==> src/rtl/wb_regfile.sv <==
// Write-back stage and 32-entry architectural register file for the 5-stage MIPS pipeline.
// Two combinational read ports with optional write-through bypass; r0 is hardwired to zero.
module wb_regfile #(
  parameter int unsigned DATA_W = 32,
  parameter int unsigned ADDR_W = 5,
  parameter bit          BYPASS = 1'b1
) (
  input  logic              clk,
  input  logic              reset,
  input  logic              wb_reg_write,
  input  logic              wb_mem_to_reg,
  input  logic [ADDR_W-1:0] wb_rd,
  input  logic [DATA_W-1:0] wb_mem_read_data,
  input  logic [DATA_W-1:0] wb_alu_result,
  input  logic [ADDR_W-1:0] rs_addr,
  input  logic [ADDR_W-1:0] rt_addr,
  output logic [DATA_W-1:0] rs_data,
  output logic [DATA_W-1:0] rt_data,
  output logic [DATA_W-1:0] wb_data,
  output logic              wb_we_eff,
  output logic [31:0]       retire_count
);

  localparam int unsigned Depth = 2 ** ADDR_W;

  logic [DATA_W-1:0] regs_q [Depth];
  logic [31:0]       retire_q;

  assign wb_data      = wb_mem_to_reg ? wb_mem_read_data : wb_alu_result;
  assign wb_we_eff    = wb_reg_write && (wb_rd != '0);
  assign retire_count = retire_q;

  // wb_we_eff already excludes index 0, so entry 0 is never written.
  always_ff @(posedge clk or posedge reset) begin
    if (reset) begin
      for (int i = 0; i < Depth; i++) begin
        regs_q[i] <= '0;
      end
      retire_q <= '0;
    end else if (wb_we_eff) begin
      regs_q[wb_rd] <= wb_data;
      retire_q      <= retire_q + 32'd1;
    end
  end

  always_comb begin
    rs_data = regs_q[rs_addr];
    if (BYPASS && wb_we_eff && (wb_rd == rs_addr)) begin
      rs_data = wb_data;
    end
    if (rs_addr == '0) begin
      rs_data = '0;
    end
  end

  always_comb begin
    rt_data = regs_q[rt_addr];
    if (BYPASS && wb_we_eff && (wb_rd == rt_addr)) begin
      rt_data = wb_data;
    end
    if (rt_addr == '0) begin
      rt_data = '0;
    end
  end

endmodule

==> config.mk <==
export PLATFORM = sky130hd
export DESIGN_NAME = wb_regfile
export DESIGN_NICKNAME = d
export VERILOG_FILES = /design/src/rtl/wb_regfile.sv
export SDC_FILE = /design/constraint.sdc
export NUM_CORES = 2
export LEC_CHECK = 0
export ABC_AREA = 1
export BUFFER_PORTS_ARGS = -buffer_cell sky130_fd_sc_hd__buf_2
export CORE_ASPECT_RATIO = 0.75
export CORE_UTILIZATION = 40
export DETAILED_ROUTE_END_ITERATION = 10
export GPL_ROUTABILITY_DRIVEN = 1
export HOLD_SLACK_MARGIN = 0.1
export PLACE_DENSITY = 0.53
export SLEW_MARGIN = 20
export SYNTH_ARGS = -nofsm -noshare
export SYNTH_HDL_FRONTEND = slang
export SYNTH_SLANG_ARGS = --single-unit
==> constraint.sdc <==
create_clock -name clk -period 51.3 [get_ports clk]
set_input_delay 5.13 -clock clk [delete_from_list [all_inputs] [get_ports clk]]
set_output_delay 5.13 -clock clk [all_outputs]
set_load 0.1 [all_outputs]
==> results_dict.tcl <==
set metrics [dict create \
    worst_setup_path_start_kind "input pin" \
    grt_max_degree 163 \
    drc 0 \
    cp.required_ns 46.17 \
    routabilityCongestion 0.845 \
    cts_setup_buffers 0 \
    ys_ff_latch 1056 \
    syn_area_um2 60100 \
    drt_pass1_iterations 7 \
    path_delay_family "buffers and inverters" \
    cts_root_buf "clkbuf_16" \
    slew_violations 0 \
    fin_tns_setup_ns 0 \
    async_flop_share_pct 100 \
    port_buffers 211 \
    clk_latency_ns 0.76 \
    finalClockSkew_ns 0.0149 \
    crit_path_cell_trace "buf_8 > buf_12 > buf_4 > buf_12 > o211ai_1 > nand3_1 > nand2_1 > nand2_1 > nand2_1 > nand2_1 > nand2_1 > a21oi_1 > buf_2" \
    dr_total_vias 58700 \
    outcome "finished clean" \
    critPathKind "in2out" \
    fmaxAchievable_mhz 68.5 \
    drv_cap 0 \
    setup_violations 0 \
    cts.sinks 1056 \
    ys_types 34 \
    max_stage_delay_ns 0.67 \
    grt_pass1_wl_um 378000 \
    cts_buffers 116 \
    start_util_pct 40.5 \
    crit_top_cell "nand2_1" \
    p_per_area_nw_per_um2 40.4 \
    core_area_um2 148000 \
    die_height_um 338 \
    min_path_type "reg2reg" \
    grt_pass1_vias 54000 \
    die_area_um2 152000 \
    worstMarginPinSlew_ns 1.17 \
    hold_viol_final 0 \
    htree_num_levels 3 \
    avgViaCountPerCell 5.82 \
    worst_hold_slack_ns 0.386 \
    maxSlewHeadroom_pct 21.7 \
    cts_resized 0 \
    wl_per_cell_um 25.7 \
    nNetsFinal 8088 \
    route.antenna.remaining_nets 0 \
    power_leakage_nw 29.9 \
    worstPathArrival_ns 9.47 \
    synth_edf_count 0 \
    drive_gt1_share_pct 8.28 \
    die_x_um 450 \
    clockBufferDepth 3 \
    core.rowCount 122 \
    totalWireLength_um 260000 \
    tritoncts "done" \
    rsz0062_at_grt "false" \
    path_max_fanout 162 \
    grt-ovfl-total 0 \
    drtIter0Drc 7667 \
    path_clk_slew_ns 0.06 \
    io_pins 212 \
    critical_path.endpoint_type "output pin" \
    critPathBufInv 5 \
    syn_to_final_growth_pct 9.26 \
    hpwl_um 145000 \
    cts_hold_buf 0 \
    ys.flop_type "dfrtp_1" \
    yosys_warnings 0 \
    finalCritPeriodShare_pct 28.5 \
    synth_cells 8298 \
    groute.usage.overall_pct 33.7 \
    post-route-min-period_ns 14.60 \
    antenna_found_initial 11 \
    crit_slowest_cell "buf_4" \
    syn-num-nets 8382 \
    ys_seq_area_share_pct 44.0 \
    synth_area_per_cell_um2 7.24 \
    peakVddDrop_mv 0.0278 \
]
[cell usage after synthesis, types with 2 or more instances]
cell,n,area [µm²]
buf_2,334,1670
clkbuf_1,356,1340
dfrtp_1,1056,26400
and3_1,2,12.5
nor3_1,29,145
buf_1,68,255
o21ai_0,1294,6480
nor2_4,11,124
nor2_1,256,961
xnor2_1,16,140
o21ai_1,64,320
o211ai_1,499,3750
inv_2,17,63.8
buf_4,11,82.6
nand3_1,917,4590
clkinv_1,2,7.51
nand2_1,1989,7470
nor3_2,7,70.1
nand4_1,5,31.3
xor2_1,23,201
a21oi_1,506,2530
or2_2,37,231
inv_1,761,2860
nor4_4,3,63.8
nand2_2,8,50.1
a211oi_1,4,30.0
nor2_2,11,68.8
buf_6,6,67.6
[final timing paths]
path / from / to / slack, ns / cells past startpoint
min in group asynchronous: reset / regs_q[600] / 4.48 / 2
max in group asynchronous: reset / regs_q[910] / 42.94 / 6
min reg2reg: regs_q[999] / regs_q[999] / 0.39 / 0
max reg2reg: retire_count[2] / retire_count[19] / 49.30 / 8
min: regs_q[999] / regs_q[999] / 0.39 / 0
max: rs_addr[0] / rs_data[16] / 36.70 / 13
[metal layers]
| metal | track usage [%] | vias up | part of all wire [%] |
|---|---|---|---|
| met3 | 7.53 | 546 | 10 |
| met1 | 46.2 | 28200 | 43 |
| met5 | 0 | - | 0.015 |
| li1 | - | 26900 | - |
| met4 | 14.1 | 8 | 4.6 |
| met2 | 51.2 | 3057 | 43 |
[cell type report]
| cell class | count | area, µm² |
|---|---|---|
| multi-input cells | 5687 | 27500 |
| diodes | 3 | 7.51 |
| clock buffers | 178 | 3480 |
| clock inverters | 38 | 437 |
| fillers | 15200 | 82700 |
| repair buffers | 363 | 2390 |
| flip-flops and latches | 1056 | 26400 |
| well taps | 1984 | 2480 |
| inverters | 780 | 2970 |
[per-stage QoR]
stage / area, µm² / worst slack, ns / cells / power [mW] / util, %
5_1_grt: 65600 / 36.58 / 10100 / 2.79 / 44.2
2_1_floorplan: 60100 / 16.45 / 8298 / 1.60 / -
3_5_place_dp: 61700 / 36.86 / 9868 / 1.77 / 41.6
4_1_cts: 65600 / 36.85 / 10100 / 2.65 / 44.2
6_report: 65700 / 36.70 / 10100 / 2.65 / 44.3
3_3_place_gp: 61700 / 36.87 / 9868 / 1.76 / 41.6
[where the power goes]
part           leakage, nW  internal, mW  total (mW)  switching, mW
Sequential            12.9          1.01        1.11          0.101
Clock                 1.93         0.505       0.884          0.379
Combinational         15.2         0.188       0.653          0.465
Total                 29.9          1.71        2.65          0.944
[kinds of logic after synthesis]
kind of cell	count (synthesis)	share of synthesized area, %
flip-flops	1056	44.0
AO/OA/AOI/OAI	2369	21.8
AND/OR/NAND/NOR	3278	23.0
adder cells (fa/ha/maj)	1	0.0208
buffers and inverters	1555	10.6
XOR/XNOR	39	0.568
[sequential cells by signal, summed over array words and instances (netlist names)]
name / cells
regs_q: 1024
retire_count: 32
[cells in the final DEF, fill, tap and decap left out, types with 118 or more instances in the layout]
cell type	n
nand2_1	1982
o21ai_0	1264
dfrtp_1	1056
nand3_1	916
inv_1	749
a21oi_1	506
o211ai_1	499
nor2_1	255
buf_2	200
buf_4	147
clkbuf_16	118
(Power assumes the default switching activity.)
